===== src/rtl/spi_master_gen.sv =====
// SPI master for the FPGA-MCU link: all four CPOL/CPHA modes, programmable SCLK
// divider, MSB/LSB-first shifting and bursts of up to 256 words under one chip-select.
module spi_master_gen #(
  parameter int unsigned DATA_W = 8,
  parameter int unsigned DIV_W  = 8
) (
  input  logic              clk,
  input  logic              rst_n,
  input  logic              start,
  input  logic              cpol,
  input  logic              cpha,
  input  logic              lsb_first,
  input  logic [DIV_W-1:0]  clk_div,
  input  logic [7:0]        burst_len,
  input  logic [DATA_W-1:0] tx_data,
  input  logic              tx_valid,
  output logic              tx_ready,
  output logic [DATA_W-1:0] rx_data,
  output logic              rx_valid,
  output logic              busy,
  output logic              done,
  output logic              spi_sclk,
  output logic              spi_mosi,
  input  logic              spi_miso,
  output logic              spi_cs_n
);

  localparam int unsigned BIT_W = $clog2(DATA_W);
  localparam int unsigned WRD_W = 8;

  typedef enum logic [2:0] {
    S_IDLE, S_SETUP, S_XFER, S_WAIT_TX, S_HOLD, S_DONE
  } state_t;

  state_t state_q, state_d;

  logic              cpol_q, cpol_d;
  logic              cpha_q, cpha_d;
  logic              lsb_q, lsb_d;
  logic [DIV_W-1:0]  div_q, div_d;
  logic [DIV_W-1:0]  div_cnt_q, div_cnt_d;
  logic [WRD_W-1:0]  word_cnt_q, word_cnt_d;
  logic [BIT_W-1:0]  bit_cnt_q, bit_cnt_d;
  logic              phase_q, phase_d;
  logic [DATA_W-1:0] tx_sh_q, tx_sh_d;
  logic [DATA_W-1:0] rx_sh_q, rx_sh_d;
  logic              tx_ready_d, rx_valid_d, busy_d, done_d;
  logic              sclk_d, mosi_d, cs_n_d;
  logic [DATA_W-1:0] rx_data_d;

  logic              active_c, tick_c, lead_tick_c, trail_tick_c, sample_c;
  logic              last_bit_c, word_end_c, more_c, accept_c, load_next_c;
  logic [DATA_W-1:0] tx_shifted_c;

  // Bit currently presented at the serial output end of a word
  function automatic logic out_bit(input logic [DATA_W-1:0] w, input logic lsb);
    return lsb ? w[0] : w[DATA_W-1];
  endfunction

  assign active_c     = (state_q == S_SETUP) || (state_q == S_XFER) || (state_q == S_HOLD);
  assign tick_c       = active_c && (div_cnt_q == div_q);
  assign lead_tick_c  = (state_q == S_XFER) && tick_c && !phase_q;
  assign trail_tick_c = (state_q == S_XFER) && tick_c && phase_q;
  assign sample_c     = cpha_q ? trail_tick_c : lead_tick_c;
  assign last_bit_c   = (bit_cnt_q == BIT_W'(DATA_W - 1));
  assign word_end_c   = trail_tick_c && last_bit_c;
  assign more_c       = (word_cnt_q != '0);
  assign accept_c     = (state_q == S_IDLE) && start && tx_valid;
  assign load_next_c  = ((state_q == S_WAIT_TX) && tx_valid) || (word_end_c && more_c && tx_valid);
  assign tx_shifted_c = lsb_q ? {1'b0, tx_sh_q[DATA_W-1:1]} : {tx_sh_q[DATA_W-2:0], 1'b0};

  // State register
  always_ff @(posedge clk or negedge rst_n) begin
    if (!rst_n) state_q <= S_IDLE;
    else        state_q <= state_d;
  end

  // Next-state logic
  always_comb begin
    state_d = state_q;
    case (state_q)
      S_IDLE:    if (accept_c) state_d = S_SETUP;
      S_SETUP:   if (tick_c) state_d = S_XFER;
      S_XFER:    if (word_end_c) state_d = !more_c ? S_HOLD : (tx_valid ? S_XFER : S_WAIT_TX);
      S_WAIT_TX: if (tx_valid) state_d = S_SETUP;
      S_HOLD:    if (tick_c) state_d = S_DONE;
      S_DONE:    state_d = S_IDLE;
      default:   state_d = S_IDLE;
    endcase
  end

  // Output and datapath next values
  always_comb begin
    cpol_d     = cpol_q;
    cpha_d     = cpha_q;
    lsb_d      = lsb_q;
    div_d      = div_q;
    word_cnt_d = word_cnt_q;
    bit_cnt_d  = bit_cnt_q;
    phase_d    = phase_q;
    tx_sh_d    = tx_sh_q;
    rx_sh_d    = rx_sh_q;
    rx_data_d  = rx_data;
    sclk_d     = spi_sclk;
    mosi_d     = spi_mosi;
    cs_n_d     = spi_cs_n;
    tx_ready_d = 1'b0;
    rx_valid_d = 1'b0;
    done_d     = 1'b0;
    busy_d     = (state_d != S_IDLE);
    div_cnt_d  = (active_c && !tick_c) ? div_cnt_q + DIV_W'(1) : '0;

    if (accept_c) begin
      cpol_d     = cpol;
      cpha_d     = cpha;
      lsb_d      = lsb_first;
      div_d      = clk_div;
      word_cnt_d = burst_len;
      bit_cnt_d  = '0;
      phase_d    = 1'b0;
      tx_sh_d    = tx_data;
      tx_ready_d = 1'b1;
      sclk_d     = cpol;
      cs_n_d     = 1'b0;
      if (!cpha) mosi_d = out_bit(tx_data, lsb_first);
    end

    if (lead_tick_c) begin
      sclk_d  = ~spi_sclk;
      phase_d = 1'b1;
      if (cpha_q) mosi_d = out_bit(tx_sh_q, lsb_q);
    end

    if (trail_tick_c) begin
      sclk_d    = ~spi_sclk;
      phase_d   = 1'b0;
      tx_sh_d   = tx_shifted_c;
      bit_cnt_d = bit_cnt_q + BIT_W'(1);
      if (!cpha_q && !last_bit_c) mosi_d = out_bit(tx_shifted_c, lsb_q);
    end

    // Capture MISO; the word is published on the cycle after its final sample
    if (sample_c) begin
      rx_sh_d = lsb_q ? {spi_miso, rx_sh_q[DATA_W-1:1]} : {rx_sh_q[DATA_W-2:0], spi_miso};
      if (last_bit_c) begin
        rx_data_d  = rx_sh_d;
        rx_valid_d = 1'b1;
      end
    end

    if (load_next_c) begin
      tx_sh_d    = tx_data;
      tx_ready_d = 1'b1;
      bit_cnt_d  = '0;
      phase_d    = 1'b0;
      word_cnt_d = word_cnt_q - WRD_W'(1);
      if (!cpha_q) mosi_d = out_bit(tx_data, lsb_q);
    end

    if ((state_q == S_HOLD) && tick_c) begin
      cs_n_d = 1'b1;
      done_d = 1'b1;
      mosi_d = 1'b1;
    end
  end

  // Registered outputs and datapath
  always_ff @(posedge clk or negedge rst_n) begin
    if (!rst_n) begin
      cpol_q     <= 1'b0;
      cpha_q     <= 1'b0;
      lsb_q      <= 1'b0;
      div_q      <= '0;
      div_cnt_q  <= '0;
      word_cnt_q <= '0;
      bit_cnt_q  <= '0;
      phase_q    <= 1'b0;
      tx_sh_q    <= '0;
      rx_sh_q    <= '0;
      rx_data    <= '0;
      tx_ready   <= 1'b0;
      rx_valid   <= 1'b0;
      busy       <= 1'b0;
      done       <= 1'b0;
      spi_sclk   <= 1'b0;
      spi_mosi   <= 1'b1;
      spi_cs_n   <= 1'b1;
    end else begin
      cpol_q     <= cpol_d;
      cpha_q     <= cpha_d;
      lsb_q      <= lsb_d;
      div_q      <= div_d;
      div_cnt_q  <= div_cnt_d;
      word_cnt_q <= word_cnt_d;
      bit_cnt_q  <= bit_cnt_d;
      phase_q    <= phase_d;
      tx_sh_q    <= tx_sh_d;
      rx_sh_q    <= rx_sh_d;
      rx_data    <= rx_data_d;
      tx_ready   <= tx_ready_d;
      rx_valid   <= rx_valid_d;
      busy       <= busy_d;
      done       <= done_d;
      spi_sclk   <= sclk_d;
      spi_mosi   <= mosi_d;
      spi_cs_n   <= cs_n_d;
    end
  end

endmodule


===== config.mk =====
export PLATFORM = sky130hd
export DESIGN_NAME = spi_master_gen
export DESIGN_NICKNAME = d
export VERILOG_FILES = /design/src/rtl/spi_master_gen.sv
export SDC_FILE = /design/constraint.sdc
export NUM_CORES = 1
export LEC_CHECK = 0
export CORE_ASPECT_RATIO = 1.4
export CORE_MARGIN = 2
export CORE_UTILIZATION = 28
export CTS_CLUSTER_SIZE = 16
export DETAILED_ROUTE_END_ITERATION = 8
export MAX_ROUTING_LAYER = met4
export SYNTH_ARGS = -nofsm -noshare
export SYNTH_HDL_FRONTEND = slang
export SYNTH_SLANG_ARGS = --single-unit

===== constraint.sdc =====
create_clock -name clk -period 2.1 [get_ports clk]
set_input_delay 0.63 -clock clk [delete_from_list [all_inputs] [get_ports clk]]
set_output_delay 0.63 -clock clk [all_outputs]
set_load 0.02 [all_outputs]

Word-level counts from Yosys, hierarchy flattened
Cells that the tools add are included.
{"block": "totals", "input_bits": 32, "output_inout_bits": 15, "reg_bits": 64, "wordCells": 103}
{"block": "classes", "n_mux": 46, "reduce_logical": 29, "n_bitwise": 1, "n_eq_ne": 6, "addsub": 3}
{"operator": "two-way mux 8 bit", "count": 8}
{"operator": "two-way mux 1 bit", "count": 28}
{"operator": "two-way mux 3 bit", "count": 9}
{"operator": "case mux 3 bit (5 select lines)", "count": 1}
{"operator": "logical AND 1 bit", "count": 13}
{"operator": "nonzero test 3 bit", "count": 3}
{"operator": "adder 8 x 1 -> 8 bit, second input constant", "count": 1}
{"operator": "== test 8 bit", "count": 1}
{"operator": "nonzero test 8 bit", "count": 1}
{"operator": "subtractor 8 x 1 -> 8 bit, second input constant", "count": 1}
{"operator": "== test 3 x 2 -> 1 bit, second input constant", "count": 2}
{"operator": "== test 3 bit, second input constant", "count": 2}
{"operator": "logical NOT 1 bit", "count": 4}
{"operator": "nonzero test 2 bit", "count": 2}
{"operator": "nonzero test 4 bit", "count": 1}
{"operator": "adder 3 x 1 -> 3 bit, second input constant", "count": 1}
{"operator": "== test 3 x 1 -> 1 bit, second input constant", "count": 1}
{"operator": "logical NOT 3 bit", "count": 1}
{"operator": "logical OR 1 bit", "count": 3}
{"operator": "AND reduction 2 bit", "count": 1}
{"operator": "NOT 1 bit", "count": 1}

Logic depth before layout (Yosys ltp)
{"block": "logic_depth", "ltp_word": 12, "mapped_depth": 9, "ltp_nobuf": 9}

Worst setup path before layout
Ideal clock, no wire load.
{"block": "synth_timing", "kind": "reg2reg", "startpoint": "register word_cnt_q[0]", "endpoint": "register tx_sh_q[7]", "synth_period_minus_slack_ps": 1976, "arrival_ps": 1847, "slack_ps": 124, "path_buffers": 0, "setup_time_ps": 129, "stages_incl_launch_ff": 10, "required_ps": 1971, "path_cell_list": "dfrtp_1 > inv_1 > ha_1 > nor3b_2 > nand4_1 > and3_4 > a31oi_4 > inv_4 > a211oi_1 > a211oi_1"}
{"block": "synth_between", "elab_chain_cells": 5, "word_cells_on_any_way": 6, "cone_classes": "mux: 1; reduce/logical: 5"}
{"item": "from (decl)", "line_no": "42", "text": "logic [WRD_W-1:0] word_cnt_q, word_cnt_d;"}
{"item": "from (signal assigned)", "line_no": "194", "text": "word_cnt_q <= word_cnt_d;"}
{"item": "nonzero test 8 bit (*)", "line_no": "67", "text": "assign more_c = (word_cnt_q != '0);"}
{"item": "logical AND 1 bit (*) (2 in series)", "line_no": "69", "text": "assign load_next_c = ((state_q == S_WAIT_TX) && tx_valid) || (word_end_c && more_c && tx_valid);"}
{"item": "logical OR 1 bit (*)", "line_no": "69"}
{"item": "nonzero test 3 bit (no source line) or two-way mux 8 bit (tied branches)"}
{"item": "to (signal assigned)", "line_no": "197", "text": "tx_sh_q <= tx_sh_d;"}
{"item": "to (decl)", "line_no": "45", "text": "logic [DATA_W-1:0] tx_sh_q, tx_sh_d;"}
Every way passes the cells marked *; elsewhere a longest branch is shown, timed or not.
A chain may end at the register's enable or synchronous reset.

Final worst setup path
{"block": "layout_timing", "startpoint": "register word_cnt_q[0]", "endpoint": "register tx_sh_q[6]"}
Same word-level chain as after synthesis.

==> results.ini <==
[place]
place.gp.congestion = 0.792
pre_cts_ws_ns = -0.165
post-dp-hpwl_mm = 5.41
dp.cells = 527
placement.io_buffers = 46

[route]
ant_nets = 0
routed_via_density = 4.68
drtIter0Drc = 98
drt_first_pass_iters = 4
detail_route.wl_per_cell_um = 13.7
drc = 0
vias = 2603
drt-total-wl_mm = 7.62

[floorplanning]
ioPinCount = 47
initial_core_util_pct = 28.4
die_h_um = 130
dieArea_um2 = 12300
rows = 46
die_x_um = 94.1
core_area_um2 = 11200

[synthesis]
synth_top_area_share_pct = 48.7
synth_area_leaders = dfrtp_1 (49%), nand2_1 (6.8%), mux2i_1 (6.3%)
synth-warning-count = 0
synthesis.area_um2 = 3180
netlist_instances = 327
async_flop_share_pct = 100
syn_area_per_cell_um2 = 9.74
yosysSeqAreaShare_pct = 50.4
synth_edf_count = 0
ys_types = 43
synth_top_flop_cell = dfrtp_1
yosysTopAreaCell = dfrtp_1
synth.net_count = 363
synth-seq-cells = 64

[timing]
post-route-min-period_ns = 2.17
period_share_pct = 103
finalHoldViolCount = 0
clock-skew-final_ns = 0.00358
max_slew_margin_pct = 57.0
rsz0062_at_grt = yes
fin_ws_ns = -0.0693
worst_slew_pin_slew_ns = 0.642
fmax_mhz = 461
slew_viol_final = 0
setup_violations = 16

[finish]
nNetsFinal = 443
drive_above_1_share_pct = 19.4
layout.cells.non_filler = 556
syn2layout_area_growth_pct = 42.0
n_antenna_cell = 0
layout_commonest_cell = dfrtp_1
final_cell_mix = dfrtp_1 (62), nand2_1 (58), clkdlybuf4s50_1 (42)

[global_routing]
grt_start_max_net_pins = 65
grt_usage_pct = 13.5
grt-ovfl-total = 0
antenna_found_initial = 0
grt_pass1_wl_mm = 12.4
grt_pass1_vias = 2608

[clock_tree]
clock_latency_ns = 0.33
cts_hold_buf = 0
cts_made_buffers = 9
tritoncts = built
clock_sinks = 64
clkTransAtPathRegs_ns = 0.05
clockRootBuffer = clkbuf_16
clock_path_buffers = 2
cts_htree_levels = 3

[worst_setup_path]
crit_path_cell_trace = inv_2, ha_4, nor3b_4, nand4_1, and3_4, a31oi_4, clkinvlp_4, a22oi_1, o21ai_1
crit_arrival_ns = 2.38
startpoint_type = flop
cpPeakStageDelay_ns = 0.39
critPathMaxFanout = 5
end_kind = flop
slowest_stage = dfrtp_1
worst-setup-path-type = flop to flop
worstPathRequired_ns = 2.31

[power_and_ir_drop]
power_density_nw_per_um2 = 1220
power.leakage_nw = 1.98
peakVddDrop_mv = 0.547
power_mw = 5.50

[min_path]
min_path_type = input pin to async pin

[run_status]
failed_checks = negative setup slack
status = finished with violations

[run]
maxCapViolCount = 0

Yosys cell counts (2+ instances only):
cell	number
ha_1	4
nand3_1	15
and3_1	3
nor2b_1	2
a21oi_1	11
dfstp_2	2
o21ai_0	31
xor2_1	7
nor2_1	22
nand2_1	58
xnor2_1	9
dfrtp_1	62
o211ai_1	2
nor3b_2	3
mux2i_1	20
a21o_1	2
nand4_1	3
clkbuf_1	5
a22oi_1	14
inv_1	12
or3_1	2
o31ai_1	2
nand2b_1	3
o21ai_1	4
nand3b_1	5
buf_2	4
buf_4	2
a22o_1	2
a211oi_1	2
worst max-delay path: cells and delay by family (launching register included):
kind	cells	cell delay, ns
AO/OA/AOI/OAI	3	0.51
adder cells (fa/ha/maj)	1	0.15
buffers and inverters	2	0.28
flip-flops	1	0.39
AND/OR/NAND/NOR	3	0.71
where the power goes:
| part | switching, mW | internal [mW] |
|---|---|---|
| Sequential | 0.341 | 1.60 |
| Combinational | 0.963 | 1.01 |
| Clock | 0.548 | 1.04 |
| Total | 1.85 | 3.65 |
worst paths after layout:
check / startpoint / to / slack [ns] / depth (start not counted)
max: word_cnt_q[0] / tx_sh_q[6] / -0.07 / 9
min: rst_n / div_cnt_q[6] / 0.29 / 2
max reg2reg: word_cnt_q[0] / tx_sh_q[6] / -0.07 / 9
min reg2reg: rx_data[7] / rx_data[7] / 0.47 / 2
max in group asynchronous: rst_n / spi_mosi / 1.47 / 2
min in group clk: rx_data[7] / rx_data[7] / 0.47 / 2
what timing repair did:
| item | in CTS | in global routing |
|---|---|---|
| resized for setup | 5 | 31 |
| cloned | 0 | 1 |
| endpoints found under the setup margin | 18 | 30 |
| pin swaps | 3 | 8 |
| setup buffers | 6 | 7 |
per-layer routing:
| layer | GRT usage, % | vias to the layer above | wire, µm |
|---|---|---|---|
| li1 | - | 1297 | - |
| met1 | 15.1 | 1243 | 3220 |
| met2 | 22.8 | 47 | 3910 |
| met3 | 3.70 | 16 | 317 |
| met4 | 5.71 | 0 | 175 |
| met5 | - | - | 0 |
cell families (layout without fill, tap and decap cells):
group                      Yosys count  after routing  synth area share (%)
and+or+nand+nor                    123            123                  18.5
muxes                               20             20                  6.29
buffers and inverters               26            111                  3.77
adders and majority gates            4              4                  1.57
DFF                                 64             64                  50.4
AOI/OAI and AO/OA                   74             74                  15.0
xor gates and xnor gates            16             16                  4.40
final cells by class:
class,instances,area (µm²)
Timing Repair Buffer,81,792
Clock inverter,7,95.1
Timing Repair inverter,1,7.51
Sequential cell,64,1600
Inverter,13,53.8
Multi-Input combinational cell,237,1570
Tap cell,144,180
Clock buffer,9,225
Fill cell,1116,6700
state kept, by name, summed over array words and instances (netlist names), 3 cells and up:
signal	flops
state_q	3
bit_cnt_q	3
word_cnt_q	8
rx_sh_q	8
tx_sh_q	8
div_cnt_q	8
rx_data	8
div_q	8
through the flow:
stage	instance area, µm²	hold slack, ns	TNS [ns]	utilization (%)
after floorplan	3180	0.334	0	-
after CTS	4340	0.320	-0.0250	38.7
final	4520	0.295	-0.613	40.3
after detailed placement	3960	0.474	-2.65	35.3
after global routing	4520	0.334	-2.17	40.3
after global placement	3960	0.465	-1.64	35.3
No activity file was read; power rests on OpenSTA's default activity.
